**src/rtl/pwm_duty_meter_pkg.sv**
```systemverilog
// Shared definitions for the PWM duty meter and its iterative divider.
// Holds the default widths, the saturated duty code and the FSM state type.
package pwm_pkg;

   localparam int PWM_CNT_W  = 20;
   localparam int PWM_DUTY_W = 4;
   localparam int DUTY_MAX   = (1 << PWM_DUTY_W) - 1;

   typedef enum logic {
      IDLE = 1'b0,
      MEAS = 1'b1
   } meas_state_e;

endpackage

```
**src/rtl/pwm_duty_meter_div.sv**
```systemverilog
// Iterative restoring divider producing one quotient bit per clock.
// The caller guarantees num < den * 2^Q_W, so only the low Q_W quotient
// bits are computed. The remainder is seeded with num >> Q_W, and the low
// Q_W numerator bits are shifted in one per iteration. done_o and quot_o
// are valid together in the last busy cycle, so a registered consumer sees
// the result on the edge that ends the divide.
module pwm_div #(
   parameter int NUM_W = 24,
   parameter int DEN_W = 20,
   parameter int Q_W   = 5
) (
   input  logic             clk,
   input  logic             rst,
   input  logic             start_i,
   input  logic [NUM_W-1:0] num_i,
   input  logic [DEN_W-1:0] den_i,
   output logic             busy_o,
   output logic             done_o,
   output logic [Q_W-1:0]   quot_o
);

   localparam int CW = $clog2(Q_W + 1);

   logic             busy_q;
   logic [CW-1:0]    cnt_q;
   logic [DEN_W-1:0] rem_q;
   logic [DEN_W-1:0] den_q;
   logic [Q_W-1:0]   low_q;
   logic [Q_W-1:0]   quot_q;

   logic [DEN_W:0]   trial_d;
   logic             ge_d;
   logic [DEN_W-1:0] rem_d;
   logic [Q_W-1:0]   quot_d;

   // One restoring step: shift in the next numerator bit and subtract the
   // divisor whenever the partial remainder is large enough.
   always_comb begin
      trial_d = {rem_q, low_q[Q_W-1]};
      ge_d    = (trial_d >= {1'b0, den_q});
      rem_d   = ge_d ? DEN_W'(trial_d - {1'b0, den_q}) : DEN_W'(trial_d);
      quot_d  = {quot_q[Q_W-2:0], ge_d};
   end

   assign busy_o = busy_q;
   assign done_o = busy_q && (cnt_q == CW'(1));
   assign quot_o = quot_d;

   // Load operands on start, then run Q_W iterations and drop busy
   // after the last one; a start request while busy is ignored.
   always_ff @(posedge clk or posedge rst) begin
      if (rst) begin
         busy_q <= 1'b0;
         cnt_q  <= '0;
         rem_q  <= '0;
         den_q  <= '0;
         low_q  <= '0;
         quot_q <= '0;
      end else if (!busy_q && start_i) begin
         busy_q <= 1'b1;
         cnt_q  <= CW'(Q_W);
         rem_q  <= DEN_W'(num_i >> Q_W);
         low_q  <= num_i[Q_W-1:0];
         den_q  <= den_i;
         quot_q <= '0;
      end else if (busy_q) begin
         rem_q  <= rem_d;
         quot_q <= quot_d;
         low_q  <= {low_q[Q_W-2:0], 1'b0};
         cnt_q  <= cnt_q - 1'b1;
         if (cnt_q == CW'(1)) begin
            busy_q <= 1'b0;
         end
      end
   end

endmodule

```
**src/rtl/pwm_duty_meter.sv**
```systemverilog
// PWM receiver: synchronises an asynchronous PWM input, measures high time
// and period between consecutive rising edges, and reports the duty cycle on
// a DUTY_W-bit scale. If the input shows no edge for TIMEOUT cycles, it is
// reported as stuck at its current level.
module pwm_duty_meter
   import pwm_pkg::*;
#(
   parameter int CNT_W   = PWM_CNT_W,
   parameter int DUTY_W  = PWM_DUTY_W,
   parameter int TIMEOUT = 2**19
) (
   input  logic              clk,
   input  logic              rst,
   input  logic              pwm_in,
   output logic [DUTY_W-1:0] duty,
   output logic [CNT_W-1:0]  period,
   output logic [CNT_W-1:0]  high_time,
   output logic              duty_valid,
   output logic              stuck,
   output logic              overrun
);

   localparam logic [CNT_W-1:0]  CNT_ONE  = CNT_W'(1);
   localparam logic [CNT_W-1:0]  CNT_SAT  = {CNT_W{1'b1}};
   localparam logic [CNT_W-1:0]  TO_LAST  = CNT_W'(TIMEOUT - 1);
   localparam logic [DUTY_W-1:0] DUTY_SAT = {DUTY_W{1'b1}};

   logic sync1_q;
   logic sync2_q;
   logic sDly_q;
   logic s;
   logic rise;
   logic fall;

   meas_state_e      state_q, state_d;
   logic [CNT_W-1:0] hiCnt_q, hiCnt_d;
   logic [CNT_W-1:0] perCnt_q, perCnt_d;
   logic [CNT_W-1:0] idleCnt_q, idleCnt_d;
   logic             launch;
   logic             timeoutHit;

   logic [CNT_W-1:0] holdH_q;
   logic [CNT_W-1:0] holdP_q;

   logic [DUTY_W-1:0] duty_q;
   logic [CNT_W-1:0]  period_q;
   logic [CNT_W-1:0]  highTime_q;
   logic              valid_q;
   logic              stuck_q;
   logic              overrun_q;

   logic              divStart;
   logic              divDrop;
   logic              divBusy;
   logic              divDone;
   logic [DUTY_W:0]   divQuot;
   logic [DUTY_W-1:0] divDuty;

   // Two-flop synchroniser followed by a previous-level flop for edge detection.
   always_ff @(posedge clk or posedge rst) begin
      if (rst) begin
         sync1_q <= 1'b0;
         sync2_q <= 1'b0;
         sDly_q  <= 1'b0;
      end else begin
         sync1_q <= pwm_in;
         sync2_q <= sync1_q;
         sDly_q  <= sync2_q;
      end
   end

   assign s    = sync2_q;
   assign rise = s & ~sDly_q;
   assign fall = ~s & sDly_q;

   // Next-state logic: the FSM arms on the first rise, then each later rise
   // closes one measurement and restarts the counters. The idle counter
   // watches for a stuck input in both states.
   always_comb begin
      state_d    = state_q;
      hiCnt_d    = hiCnt_q;
      perCnt_d   = perCnt_q;
      idleCnt_d  = idleCnt_q;
      launch     = 1'b0;
      timeoutHit = 1'b0;

      if (rise || fall) begin
         idleCnt_d = '0;
      end else if (idleCnt_q == TO_LAST) begin
         timeoutHit = 1'b1;
         idleCnt_d  = '0;
      end else begin
         idleCnt_d = idleCnt_q + 1'b1;
      end

      case (state_q)
         IDLE: begin
            if (rise) begin
               hiCnt_d  = CNT_ONE;
               perCnt_d = CNT_ONE;
               state_d  = MEAS;
            end
         end
         MEAS: begin
            if (rise) begin
               launch   = 1'b1;
               hiCnt_d  = CNT_ONE;
               perCnt_d = CNT_ONE;
            end else begin
               if (perCnt_q != CNT_SAT) begin
                  perCnt_d = perCnt_q + 1'b1;
               end
               if (s && (hiCnt_q != CNT_SAT)) begin
                  hiCnt_d = hiCnt_q + 1'b1;
               end
            end
         end
         default: begin
            state_d = IDLE;
         end
      endcase

      if (timeoutHit) begin
         state_d = IDLE;
      end
   end

   // State and counter registers.
   always_ff @(posedge clk or posedge rst) begin
      if (rst) begin
         state_q   <= IDLE;
         hiCnt_q   <= '0;
         perCnt_q  <= '0;
         idleCnt_q <= '0;
      end else begin
         state_q   <= state_d;
         hiCnt_q   <= hiCnt_d;
         perCnt_q  <= perCnt_d;
         idleCnt_q <= idleCnt_d;
      end
   end

   assign divStart = launch && !divBusy;
   assign divDrop  = launch && divBusy;

   pwm_div #(
      .NUM_W (CNT_W + DUTY_W),
      .DEN_W (CNT_W),
      .Q_W   (DUTY_W + 1)
   ) u_div (
      .clk     (clk),
      .rst     (rst),
      .start_i (divStart),
      .num_i   ({hiCnt_q, {DUTY_W{1'b0}}}),
      .den_i   (perCnt_q),
      .busy_o  (divBusy),
      .done_o  (divDone),
      .quot_o  (divQuot)
   );

   assign divDuty = divQuot[DUTY_W] ? DUTY_SAT : divQuot[DUTY_W-1:0];

   // Capture the raw high time and period of the measurement being divided,
   // so they can be reported alongside its duty result.
   always_ff @(posedge clk or posedge rst) begin
      if (rst) begin
         holdH_q <= '0;
         holdP_q <= '0;
      end else if (divStart) begin
         holdH_q <= hiCnt_q;
         holdP_q <= perCnt_q;
      end
   end

   // Result registers. A finished divide takes priority over a timeout landing
   // in the same cycle. Dropped measurements only raise overrun.
   always_ff @(posedge clk or posedge rst) begin
      if (rst) begin
         duty_q     <= '0;
         period_q   <= '0;
         highTime_q <= '0;
         valid_q    <= 1'b0;
         stuck_q    <= 1'b0;
         overrun_q  <= 1'b0;
      end else begin
         valid_q   <= 1'b0;
         overrun_q <= divDrop;
         if (divDone) begin
            duty_q     <= divDuty;
            period_q   <= holdP_q;
            highTime_q <= holdH_q;
            stuck_q    <= 1'b0;
            valid_q    <= 1'b1;
         end else if (timeoutHit) begin
            duty_q     <= s ? DUTY_SAT : '0;
            period_q   <= '0;
            highTime_q <= '0;
            stuck_q    <= 1'b1;
            valid_q    <= 1'b1;
         end
      end
   end

   assign duty       = duty_q;
   assign period     = period_q;
   assign high_time  = highTime_q;
   assign duty_valid = valid_q;
   assign stuck      = stuck_q;
   assign overrun    = overrun_q;

endmodule

```
**config.mk**
```make
export PLATFORM = sky130hd
export DESIGN_NAME = pwm_duty_meter
export DESIGN_NICKNAME = d
export VERILOG_FILES = /design/src/rtl/pwm_duty_meter_pkg.sv /design/src/rtl/pwm_duty_meter_div.sv /design/src/rtl/pwm_duty_meter.sv
export SDC_FILE = /design/constraint.sdc
export NUM_CORES = 1
export LEC_CHECK = 0
export CAP_MARGIN = 15
export CORE_MARGIN = 1.5
export CORE_UTILIZATION = 61
export DETAILED_ROUTE_END_ITERATION = 16
export GPL_TIMING_DRIVEN = 0
export PLACE_DENSITY = 0.8
export SKIP_LAST_GASP = 1
export SYNTH_ARGS = -nofsm -noshare
export SYNTH_HDL_FRONTEND = slang
export SYNTH_HIERARCHICAL = 1
export SYNTH_SLANG_ARGS = --single-unit
```
**constraint.sdc**
```tcl
create_clock -name clk -period 5.6 [get_ports clk]
set_input_delay 1.12 -clock clk [delete_from_list [all_inputs] [get_ports clk]]
set_output_delay 1.12 -clock clk [all_outputs]
set_load 0.05 [all_outputs]
```
# Word-level counts from Yosys, hierarchy flattened
# Cells that the tools add are included.
# classes
eq_ne	7
bitwise	5
muxes	38
addsub	5
n_reduce_logical	11
magnitude_cmp	1
# ops
cell	count
20-bit two-way mux	13
20-bit case mux with 2 select lines	2
20-bit by 1-bit adder with 20-bit output, second input constant	3
20-bit inequality test, second input constant	2
4-bit two-way mux	6
21-bit by 20-bit >= comparator with 1-bit output	1
20-bit by 19-bit == test with 1-bit output, second input constant	1
20-bit subtractor	1
1-bit two-way mux	13
5-bit two-way mux	2
3-bit two-way mux	2
3-bit by 2-bit inequality test with 1-bit output, second input constant	2
1-bit logical AND	5
2-bit AND reduction	2
2-bit nonzero test	2
3-bit by 1-bit == test with 1-bit output, second input constant	1
1-bit inverter	3
3-bit by 1-bit subtractor with 3-bit output, second input constant	1
1-bit AND	2
2-bit inequality test, second input constant	1
1-bit logical NOT	1
1-bit logical OR	1
# word_totals
out_inout_bits	47
register_bits	204

# Longest topological paths before layout
# Gate-level depths: netlist of run 1.
# depth
ltp_word	7
mapped_depth	12
ltp_nobuf	11

# By module
# Netlist of run 1, hierarchy kept.
# modules_own_cells
module	cells_per_inst	area_per_inst_um2	n_inst	seq_area_each_um2
pwm_duty_meter	741	6851.6	1	3778.6
pwm_div	428	3733.6	1	1326.3

# Worst setup path after synthesis of run 1
# No wires, ideal clock.
# synth_path
path_kind	reg-to-reg
start	register sDly_q
end	register u_div.rem_q[14]
synth_period_minus_slack_ps	2744
path_stages_with_launch	12
path_buffers	5
setup_ps	138
required_ps	5462
arrival_time_ps	2606
slack_ps	2856
cell_sequence	dfrtp_1 inv_1 ha_1 clkbuf_1 nand3b_1 inv_2 buf_1 clkbuf_1 buf_1 clkbuf_1 mux2i_1 o22ai_1
# synth_via
elab_chain_cells	7
elab_cells_between_ends	8
classes_between	mux (3); bitwise (2); reduce/logical (3)
# synth_lines
element	line	text
from (decl)	pwm_duty_meter.sv:30	logic sDly_q;
from (signal assigned)	pwm_duty_meter.sv:68	sDly_q <= sync2_q;
1-bit inverter (*)	pwm_duty_meter.sv:73	assign rise = s & ~sDly_q;
1-bit AND (*)	pwm_duty_meter.sv:73	
1-bit two-way mux (*)	pwm_duty_meter.sv:105	if (rise) begin
1-bit two-way mux (*)	pwm_duty_meter.sv:96	case (state_q)
1-bit logical AND (*)	pwm_duty_meter.sv:143	assign divStart = launch && !divBusy;
named net divStart	pwm_duty_meter.sv:52	logic divStart;
1-bit logical AND (*)	pwm_duty_meter_div.sv:59	end else if (!busy_q && start_i) begin
20-bit two-way mux / 2-bit nonzero test (equally long branches)	-	
to (signal assigned)	pwm_duty_meter_div.sv:62	rem_q <= DEN_W'(num_i >> Q_W);
to (signal assigned)	pwm_duty_meter_div.sv:67	rem_q <= rem_d;
to (decl)	pwm_duty_meter_div.sv:26	logic [DEN_W-1:0] rem_q;
# Mark *: on every way through the listed nets, which the timed path passes. The rest lies on a longest branch.
# A chain may end at the register's enable or synchronous reset.

# Final worst setup path of run 1
# layout_path
start	register sync2_q, in the netlist s
end	register u_div.rem_q[17]
# layout_via
elab_chain_cells	6
elab_cells_between_ends	7
classes_between	mux (3); bitwise (1); reduce/logical (3)
# layout_lines
element	line	text
from (decl)	pwm_duty_meter.sv:29	logic sync2_q;
from (signal assigned)	pwm_duty_meter.sv:67	sync2_q <= sync1_q;
1-bit AND (*)	pwm_duty_meter.sv:73	
1-bit two-way mux (*)	pwm_duty_meter.sv:105	
1-bit two-way mux (*)	pwm_duty_meter.sv:96	
1-bit logical AND (*)	pwm_duty_meter.sv:143	
named net divStart	pwm_duty_meter.sv:52	
1-bit logical AND (*)	pwm_duty_meter_div.sv:59	
20-bit two-way mux / 2-bit nonzero test (equally long branches)	-	
# Marks and branches as above.

==> metrics.md, run 1 <==
| Metric | Value |
|---|---|
| Worst Hold Slack | `0.352 ns` |
| Async SR Flop Fraction | `1.00` |
| Layout Cells excl Fill | `1483` |
| Crit path capture type | `flip-flop` |
| Switching Fraction | `0.384` |
| Critical path peak fanout | `10` |
| CP max stage cell | `buf_1` |
| Crit path DAT | `4.22 ns` |
| RSZ-0062 raised after global routing | `false` |
| Clock Pin Slew Worst Setup and Hold Paths | `0.06 ns` |
| Fin crit period | `3.87 ns` |
| Maxcap violations | `0` |
| DP Worst Slack | `1.88 ns` |
| Antenna violations before repair | `0` |
| Core footprint | `0.0168 mm2` |
| Post-placement cell count | `1443` |
| Mux cell area share after synthesis | `0.0337` |
| Starting Density | `0.632` |
| Std cell rows | `47` |
| Largest area contributor in the netlist | `dfrtp_1` |
| Final setup fails | `0` |
| Max Buffers Root-to-Sink | `3` |
| Hpwl dp | `19100 um` |
| Synth Flop Type | `dfrtp_1` |
| Power Density | `455 mW/mm2` |
| Most common cell after layout, fill and taps aside | `nand2_1` |
| Tcrit/Tclk final | `0.691` |
| DIE HEIGHT | `135 um` |
| Post-DP Area | `0.0114 mm2` |
| Area Growth Syn to Fin | `14.8%` |
| Setup repair bufs after CTS | `0` |
| Post-CTS sizing | `0` |
| Net switching power | `2.12 mW` |
| Detailed router's first-iteration violation count | `687` |
| Relative slew margins | `0.275` |
| Max VDD drop | `382 uV` |
| Drt via density | `6.12` |
| Int Power | `3.41 mW` |
| Critical-path cell list | `ha_1 > clkbuf_1 > nand3b_1 > inv_2 > buf_1 > clkbuf_1 > buf_1 > clkbuf_1 > mux2i_1 > o22ai_1` |
| Syn Area/Cell | `9.05 um2` |
| Vias in the first global route | `8572` |
| Largest family of logic cells by synthesized area | `simple AND/OR/NAND/NOR gates` |
| Nets@finish | `1278` |
| Count of unique library cells instantiated by Yosys | `77` |
| Num ports | `50` |
| Synth Area in Adders | `0.0326` |
| Clock latency on the worst-skew pair | `0.50 ns` |
| Outcome | `completed` |
| CP Launch Type | `flip-flop` |
| IO buf count | `49` |
| Pre-antenna DRT Iters | `5` |
| Setup TNS | `0 ns` |
| Root Driver | `clkbuf_16` |
| Crit Path Class | `flip-flop to flip-flop` |
| Synth Area in Compound Gates | `0.181` |
| CTS tree | `yes` |
| CTS buffer count | `23` |
| WL final | `26600 um` |
| Global-route wire length before repair | `43700 um` |
| Post-synthesis simple-gate area fraction | `0.205` |
| CTS sink cnt | `204` |
| Synthesized flop and latch total | `204` |
| Max incr delay on CP | `0.53 ns` |
| Worst hold path type | `flip-flop to flip-flop` |
| Synth Area in XOR/XNOR | `0.0207` |
| Largest net degree at the start of global routing | `94` |
| Total number of vias | `9078` |
| Global Route Usage Sum | `0.298` |
| Die Wd | `135 um` |
| Pleak | `5.21 nW` |
| Post-synthesis sequential area ratio | `0.482` |
| GPL Wtd Cong | `0.913` |
| Critical Path Most Common Cell | `clkbuf_1` |
| # diodes | `0` |
| Most frequent cells in the layout | `nand2_1, dfrtp_1, o21ai_0` |
| Combinational power share | `0.391` |
| Post-route ant nets | `0` |
| Final worst setup slack | `1.73 ns` |
| Max frequency | `259 MHz` |
| Main area contributors after synthesis | `dfrtp_1, nand2_1, o21ai_0, a21oi_1, ha_1` |
| Die area | `0.0182 mm2` |
| Layout cells sized above 1 | `0.0736` |
| Synth warn | `6` |
| Max Slew Vio Count | `0` |
| Hold_buf cts | `0` |
| Synthesized area | `0.0106 mm2` |
| Post-route cell area | `0.0122 mm2` |
| Worst slew pin tran | `1.08 ns` |
| Clock share of power | `0.261` |
| Flop pwr share | `0.348` |
| Synth top area share | `0.482` |
| DRC Markers | `0` |
| Number of synthesized flops with an enable pin | `0` |
| Htree depth | `1` |
| Fin. Hold Viols | `0` |
| DR WL/cell | `17.9 um` |
| WP data required | `5.95 ns` |
| Clk_skew | `0.0154 ns` |
| Gr ovfl total | `0` |
| Syn Inst Count | `1169` |
==> cell type report <==
| class | instances | area, um2 |
|---|---|---|
| clock buffers | 31 | 656 |
| flip-flops and latches | 204 | 5100 |
| fillers | 1306 | 4610 |
| clock inverters | 9 | 82.6 |
| inverters | 40 | 155 |
| well taps | 220 | 275 |
| multi-input cells | 854 | 5010 |
| repair buffers | 51 | 538 |
| plain buffers | 74 | 327 |
==> power by group through the flow <==
| stage | clock, mW | combinational [mW] | sequential, mW |
|---|---|---|---|
| global placement | 0 | 2.05 | 1.93 |
| finish | 1.45 | 2.16 | 1.92 |
| CTS | 1.46 | 2.13 | 1.91 |
| detailed placement | 0 | 2.11 | 1.94 |
| global route | 1.53 | 2.38 | 1.95 |
| floorplan | 0 | 1.50 | 2.00 |
==> cell families (layout without fill, tap and decap cells) <==
group / count (synthesis) / count (layout)
xor+xnor: 25 / 25
compound gates: 314 / 314
flops: 204 / 204
other cells: 1 / 4
buf+inv: 114 / 205
simple gates: 450 / 450
mux: 34 / 34
fa+ha+maj: 27 / 27
==> sequential cells by signal (all words and copies together), names as in the netlist, 3 cells and up <==
name / count
u_div/rem_q: 20
holdP_q: 20
holdH_q: 20
idleCnt_q: 20
u_div/den_q: 20
perCnt_q: 20
high_time: 20
period: 20
u_div/quot_q: 4
hiCnt_q: 20
u_div/cnt_q: 3
u_div/low_q: 5
duty: 4
==> cells in the mapped netlist (21+ instances only) <==
| cell | instances |
|---|---|
| a21oi_1 | 66 |
| clkbuf_1 | 50 |
| dfrtp_1 | 204 |
| ha_1 | 26 |
| inv_1 | 38 |
| mux2i_1 | 21 |
| nand2_1 | 224 |
| nand3_1 | 30 |
| nor2_1 | 53 |
| nor2b_1 | 21 |
| o21ai_0 | 139 |
| or4_1 | 21 |
==> per-stage QoR <==
stage	power, mW	util
after floorplan	3.50	-
after global placement	3.98	0.678
after detailed placement	4.05	0.681
after CTS	5.51	0.725
after global routing	5.85	0.725
final	5.53	0.725
==> metal layers <==
layer,track usage,part of all wire
met2,0.487,0.47
met3,0.0330,0.067
met4,0.0836,0.025
met5,0,0
met1,0.427,0.44
==> worst max-delay path: cells and delay by family (launching register included) <==
family	cells	cell delay, ns
and+or+nand+nor	1	0.38
AOI/OAI and AO/OA	1	0.11
DFF	1	0.44
adders and majority gates	1	0.18
buffers and inverters	6	2.31
muxes	1	0.29
==> worst paths after layout <==
kind | to | startpoint | slack [ns] | cells after the start
max reg2reg | u_div/rem_q[17]$_DFFE_PP0P_ | s$_DFF_PP0_ | 1.73 | 10
min in group asynchronous | u_div/quot_q[2]$_DFFE_PP0P_ | rst | 1.02 | 2
max | u_div/rem_q[17]$_DFFE_PP0P_ | s$_DFF_PP0_ | 1.73 | 10
max in group asynchronous | high_time[19]$_DFFE_PP0P_ | rst | 3.67 | 3
min reg2reg | s$_DFF_PP0_ | sync1_q$_DFF_PP0_ | 0.35 | 0
min | s$_DFF_PP0_ | sync1_q$_DFF_PP0_ | 0.35 | 0
Power figures use the tool's default switching activity.
==> run 2: changes to the inputs <==
clock period = 4 ns   (was 5.6 ns; I/O delays follow)
==> run 2 against run 1 <==
  * Cell area is 0.43% higher
  * Highest routed layer unchanged
  * Largest power group unchanged
  * Core utilization is 0.31 points higher
  * Maximum frequency is 6.6% higher
==> metrics.md, run 2 (synthesis results as in run 1) <==
| Metric | Value |
|---|---|
| Worst slew pin tran | `1.03 ns (-0.0496 ns)` |
| Antenna violations before repair | `0 (unchanged)` |
| CTS buffer count | `22 (-4.3%)` |
| Relative slew margins | `0.308 (+0.0334)` |
| Htree depth | `1 (unchanged)` |
| Final worst setup slack | `0.370 ns (-1.36 ns)` |
| WP data required | `4.35 ns (-1.60 ns)` |
| Power Density | `638 mW/mm2 (+40%)` |
| Clock latency on the worst-skew pair | `0.50 ns (about the same)` |
| Max VDD drop | `553 uV (+45%)` |
| Post-DP Area | `0.0114 mm2 (+0.27%)` |
| Max Slew Vio Count | `0 (unchanged)` |
| Die area | `0.0182 mm2 (unchanged)` |
| Maxcap violations | `0 (unchanged)` |
| DIE HEIGHT | `135 um (unchanged)` |
| Std cell rows | `47 (unchanged)` |
| Starting Density | `0.632 (unchanged)` |
| Tcrit/Tclk final | `0.908 (+0.217)` |
| Pre-antenna DRT Iters | `5 (unchanged)` |
| CTS sink cnt | `204 (unchanged)` |
| Crit path DAT | `3.98 ns (-0.24 ns)` |
| Max Buffers Root-to-Sink | `3 (unchanged)` |
| DRC Markers | `0 (unchanged)` |
| Drt via density | `6.15 (+0.54%)` |
| Worst hold path type | `flip-flop to flip-flop` |
| FILL cells | `1305 (-0.077%)` |
| Detailed router's first-iteration violation count | `703 (+2.3%)` |
| Worst Hold Slack | `0.347 ns (-0.00595 ns)` |
| Crit Path Class | `flip-flop to flip-flop` |
| Max incr delay on CP | `0.52 ns (about the same)` |
| Fin. Hold Viols | `0 (unchanged)` |
| Gr ovfl total | `0 (unchanged)` |
| Vias in the first global route | `8655 (+0.97%)` |
| CTS tree | `yes` |
| Global Route Usage Sum | `0.302 (+0.00322)` |
| Final Util | `0.728 (+0.00314)` |
| Clock Pin Slew Worst Setup and Hold Paths | `0.06 ns (about the same)` |
| Core footprint | `0.0168 mm2 (unchanged)` |
| Layout Cells excl Fill | `1484 (+0.067%)` |
| Post-placement cell count | `1445 (+0.14%)` |
| Post-route ant nets | `0 (unchanged)` |
| Die Wd | `135 um (unchanged)` |
| RSZ-0062 raised after global routing | `false` |
| GPL Wtd Cong | `0.932 (+2.1%)` |
| Setup TNS | `0 ns (unchanged)` |
| Outcome | `completed` |
| CP max stage cell | `buf_1` |
| WL final | `26500 um (-0.44%)` |
| Global-route wire length before repair | `44000 um (+0.73%)` |
| Total number of vias | `9133 (+0.61%)` |
| Final setup fails | `0 (unchanged)` |
| # diodes | `0 (unchanged)` |
| DR WL/cell | `17.8 um (-0.51%)` |
| Tot Pwr | `7.79 mW (+41%)` |
| Root Driver | `clkbuf_16` |
| Num ports | `50 (unchanged)` |
| Largest net degree at the start of global routing | `45 (-52%)` |
| CP Launch Type | `flip-flop` |
| IO buf count | `49 (unchanged)` |
| Area Growth Syn to Fin | `15.3%` |
| Pleak | `5.24 nW (+0.60%)` |
| Hpwl dp | `19200 um (+0.80%)` |
| Clk_skew | `0.0120 ns (-0.00343 ns)` |
| Max frequency | `275 MHz (+6.6%)` |
| Critical path peak fanout | `10 (unchanged)` |
| Critical-path cell list | `ha_1 > clkbuf_1 > nand3b_1 > inv_2 > buf_1 > clkbuf_1 > buf_1 > clkbuf_2 > mux2i_1 > o22ai_1` |
| Most frequent cells in the layout | `nand2_1, dfrtp_1, o21ai_0` |
| Most common cell after layout, fill and taps aside | `nand2_1` |
| DP Worst Slack | `0.275 ns (-1.60 ns)` |
| Post-route cell area | `0.0122 mm2 (+0.43%)` |
| Crit path capture type | `flip-flop` |
| Nets@finish | `1279 (+0.078%)` |
| Fin crit period | `3.63 ns (-0.238 ns)` |
| Layout cells sized above 1 | `0.0752 (+0.00152)` |
[run 2: cell type report]
cell class	instances	area (um2)	area share
sequential	204	5100	0.418
multi-input combinational	854	5010	0.411
clock buffer	32	669	0.0548
timing repair buffer	53	571	0.0467
buffer	74	328	0.0269
tap	220	275	0.0226
inverter	40	154	0.0126
clock inverter	7	88.8	0.00728
[run 2: path summary, 6_finish.rpt]
kind / startpoint / end / slack, ns / cells after the start
min in group asynchronous: rst / u_div/quot_q[1]$_DFFE_PP0P_ / 0.72 / 2
min reg2reg: sync1_q$_DFF_PP0_ / s$_DFF_PP0_ / 0.35 / 0
max reg2reg: s$_DFF_PP0_ / u_div/rem_q[14]$_DFFE_PP0P_ / 0.37 / 10
min: sync1_q$_DFF_PP0_ / s$_DFF_PP0_ / 0.35 / 0
max: s$_DFF_PP0_ / u_div/rem_q[14]$_DFFE_PP0P_ / 0.37 / 10
max in group asynchronous: rst / period[11]$_DFFE_PP0P_ / 2.31 / 4
[run 2: layer usage]
metal,track usage,part of all wire,up-vias
met5,0,0,-
met4,0.0920,0.028,0
met3,0.0383,0.063,60
met2,0.488,0.47,370
met1,0.429,0.44,4391
li1,-,-,4312
[run 2: timing repair]
action	in CTS	in global routing
hold buffers	0	0
resized for setup	0	2
setup buffers	0	0
setup endpoints to repair	0	7
[run 2: report_power, final]
group	internal, mW	total, mW	switching [mW]
registers	2.39	2.69	0.304
logic	1.17	3.00	1.83
clock network	1.29	2.10	0.811
total	4.85	7.79	2.95
[run 2: critical path, delay by kind of cell (launching register included)]
kind / cells / cell delay [ns]
DFF: 1 / 0.46
and+or+nand+nor: 1 / 0.38
AOI/OAI and AO/OA: 1 / 0.10
muxes: 1 / 0.23
adders and majority gates: 1 / 0.19
buffers and inverters: 6 / 2.12
==> run 3: changes to the inputs <==
CORE_ASPECT_RATIO = 0.8   (was default)
==> run 3 against run 2 <==
  * First-iteration DRC count rose by 38%
  * Largest power group unchanged
  * Sequential cell count did not move
  * Maximum frequency is 2.1% higher
  * Clock-buffer cell count shrank 4
  * Highest routed layer unchanged
  * Register-to-register slack improved by 0.08 ns
  * Worst setup slack better by 0.076 ns
  * Global-route usage is 2.5 points higher
  * Die area about the same
  * Cell area shrank 0.35%
  * Sequential power about the same
  * Total power shrank 0.89%
  * Cell count about the same
==> metrics.md, run 3 (synthesis results as in run 1) <==
| Metric | Value |
|---|---|
| Flop pwr share | `0.350 (+0.004)` |
| Max Buffers Root-to-Sink | `3 (unchanged)` |
| Switching Fraction | `0.393 (+0.0149)` |
| Die Wd | `150 um (+12%)` |
| CP max stage cell | `buf_1` |
| Max VDD drop | `301 uV (-46%)` |
| CTS tree | `yes` |
| Worst reg2reg startpoint | `s$_DFF_PP0_` |
| Most common cell after layout, fill and taps aside | `nand2_1` |
| Layout cells sized above 1 | `0.0752 (about the same)` |
| Final setup fails | `0 (unchanged)` |
| Clock latency on the worst-skew pair | `0.50 ns (about the same)` |
| Max incr delay on CP | `0.53 ns (about the same)` |
| WP data required | `4.35 ns (about the same)` |
| Num ports | `50 (unchanged)` |
| Root Driver | `clkbuf_16` |
| Crit path capture type | `flip-flop` |
| Crit path DAT | `3.90 ns (-0.08 ns)` |
| Relative slew margins | `0.297 (-0.0109)` |
| Tot Pwr | `7.72 mW (-0.89%)` |
| # diodes | `0 (unchanged)` |
| Drt via density | `6.32 (+2.7%)` |
| Worst slew pin tran | `1.04 ns (+0.0162 ns)` |
| Fin crit period | `3.55 ns (-0.0759 ns)` |
| Largest net degree at the start of global routing | `43 (-4.4%)` |
| Post-route ant nets | `0 (unchanged)` |
| Max Slew Vio Count | `0 (unchanged)` |
| DRC Markers | `0 (unchanged)` |
| Hpwl dp | `20300 um (+5.3%)` |
| Clock share of power | `0.250 (-0.019)` |
| Crit Path Class | `flip-flop to flip-flop` |
| DR WL/cell | `19.1 um (+7.2%)` |
| Starting Density | `0.631 (about the same)` |
| Critical Path Source | `s$_DFF_PP0_` |
| Global Route Usage Sum | `0.327 (+0.0252)` |
| Outcome | `completed` |
| DIE HEIGHT | `121 um (-10%)` |
| RSZ-0062 raised after global routing | `false` |
| Final Util | `0.726 (-0.00270)` |
| Total number of vias | `9374 (+2.6%)` |
| Area Growth Syn to Fin | `14.9%` |
| FILL cells | `1255 (-3.8%)` |
| Global-route wire length before repair | `47000 um (+6.9%)` |
| Worst hold path type | `flip-flop to flip-flop` |
| Htree depth | `1 (unchanged)` |
| Detailed router's first-iteration violation count | `971 (+38%)` |
| Power Density | `635 mW/mm2 (-0.55%)` |
| Combinational power share | `0.400 (+0.015)` |
| Tcrit/Tclk final | `0.889 (-0.0190)` |
| Antenna violations before repair | `0 (unchanged)` |
| CTS sink cnt | `204 (unchanged)` |
| Fin. Hold Viols | `0 (unchanged)` |
| Clk_skew | `0.0118 ns (-0.000194 ns)` |
| Std cell rows | `42 (-11%)` |
| Most frequent cells in the layout | `nand2_1, dfrtp_1, o21ai_0` |
| Int Power | `4.69 mW (-3.3%)` |
| CP Launch Type | `flip-flop` |
| Die area | `0.0182 mm2 (about the same)` |
| Gr ovfl total | `0 (unchanged)` |
| WL final | `28300 um (+7.1%)` |
| Max frequency | `281 MHz (+2.1%)` |
| Pleak | `5.22 nW (-0.40%)` |
| Core footprint | `0.0168 mm2 (about the same)` |
| Nets@finish | `1281 (+0.16%)` |
| IO buf count | `49 (unchanged)` |
| Layout Cells excl Fill | `1483 (-0.067%)` |
| Vias in the first global route | `9238 (+6.7%)` |
| Net switching power | `3.03 mW (+3.0%)` |
| Clock Pin Slew Worst Setup and Hold Paths | `0.06 ns (about the same)` |
| CTS buffer count | `21 (-4.5%)` |
| Pre-antenna DRT Iters | `5 (unchanged)` |
| GPL Wtd Cong | `0.968 (+3.8%)` |
| Critical-path cell list | `ha_1 > clkbuf_1 > nand3b_1 > inv_2 > buf_1 > clkbuf_1 > buf_1 > clkbuf_2 > mux2i_1 > o22ai_1` |
| Post-placement cell count | `1446 (+0.069%)` |
| Critical path peak fanout | `10 (unchanged)` |
| Maxcap violations | `0 (unchanged)` |
| Hold Startpoint | `sync1_q$_DFF_PP0_` |
[run 3: worst paths after layout]
path	cells past startpoint	slack, ns	end
min reg2reg	0	0.36	s$_DFF_PP0_
min	0	0.36	s$_DFF_PP0_
min in group asynchronous	2	0.65	u_div/low_q[2]$_DFFE_PP0P_
max reg2reg	10	0.45	u_div/rem_q[17]$_DFFE_PP0P_
max in group asynchronous	5	2.30	holdP_q[14]$_DFFE_PP0P_
max	10	0.45	u_div/rem_q[17]$_DFFE_PP0P_
[run 3: what timing repair did]
action / 4_1_cts / 5_1_grt
hold buffers: 0 / 0
buffers inserted: 0 / 2
gates resized for setup: 0 / 2
setup endpoints to repair: 0 / 20
[run 3: per-stage QoR]
| step | setup slack (ns) | instance area (um2) | hold slack (ns) | setup TNS [ns] |
|---|---|---|---|---|
| 6_report | 0.446 | 12200 | 0.360 | 0 |
| 5_1_grt | 0.189 | 12200 | 0.361 | 0 |
| 4_1_cts | 0.147 | 12100 | 0.361 | 0 |
| 3_5_place_dp | 0.175 | 11500 | 0.356 | 0 |
| 3_3_place_gp | -0.0310 | 11400 | 0.338 | -2.64 |
| 2_1_floorplan | 1.26 | 10600 | 0.331 | 0 |
[run 3: per-layer routing]
metal | wire (um) | track usage | up-vias
met5 | 0 | 0 | -
met4 | 550 | 0.0778 | 0
met3 | 2260 | 0.0608 | 51
met2 | 13300 | 0.522 | 413
met1 | 12200 | 0.464 | 4614
li1 | - | - | 4296
[run 3: layout make-up]
| cell class | instances | area, um2 | area share |
|---|---|---|---|
| buffer | 74 | 328 | 0.0270 |
| clock buffer | 28 | 602 | 0.0495 |
| clock inverter | 7 | 71.3 | 0.00586 |
| inverter | 40 | 154 | 0.0127 |
| multi-input combinational | 854 | 5010 | 0.412 |
| sequential | 204 | 5100 | 0.420 |
| tap | 220 | 275 | 0.0226 |
| timing repair buffer | 56 | 613 | 0.0504 |
[run 3: worst max-delay path: cells and delay by family, from the launching register on]
kind / cells / cell delay (ns)
buf+inv: 6 / 2.16
flops: 1 / 0.46
simple gates: 1 / 0.27
mux: 1 / 0.24
fa+ha+maj: 1 / 0.18
compound gates: 1 / 0.10
[run 3: power groups by stage]
| stage | Clock, mW | Sequential, mW | Combinational [mW] |
|---|---|---|---|
| finish | 1.93 | 2.71 | 3.09 |
| global route | 2.03 | 2.74 | 3.41 |
| CTS | 1.94 | 2.69 | 3.02 |
| detailed placement | 0 | 2.72 | 2.99 |
| global placement | 0 | 2.71 | 2.88 |
| floorplan | 0 | 2.80 | 2.11 |
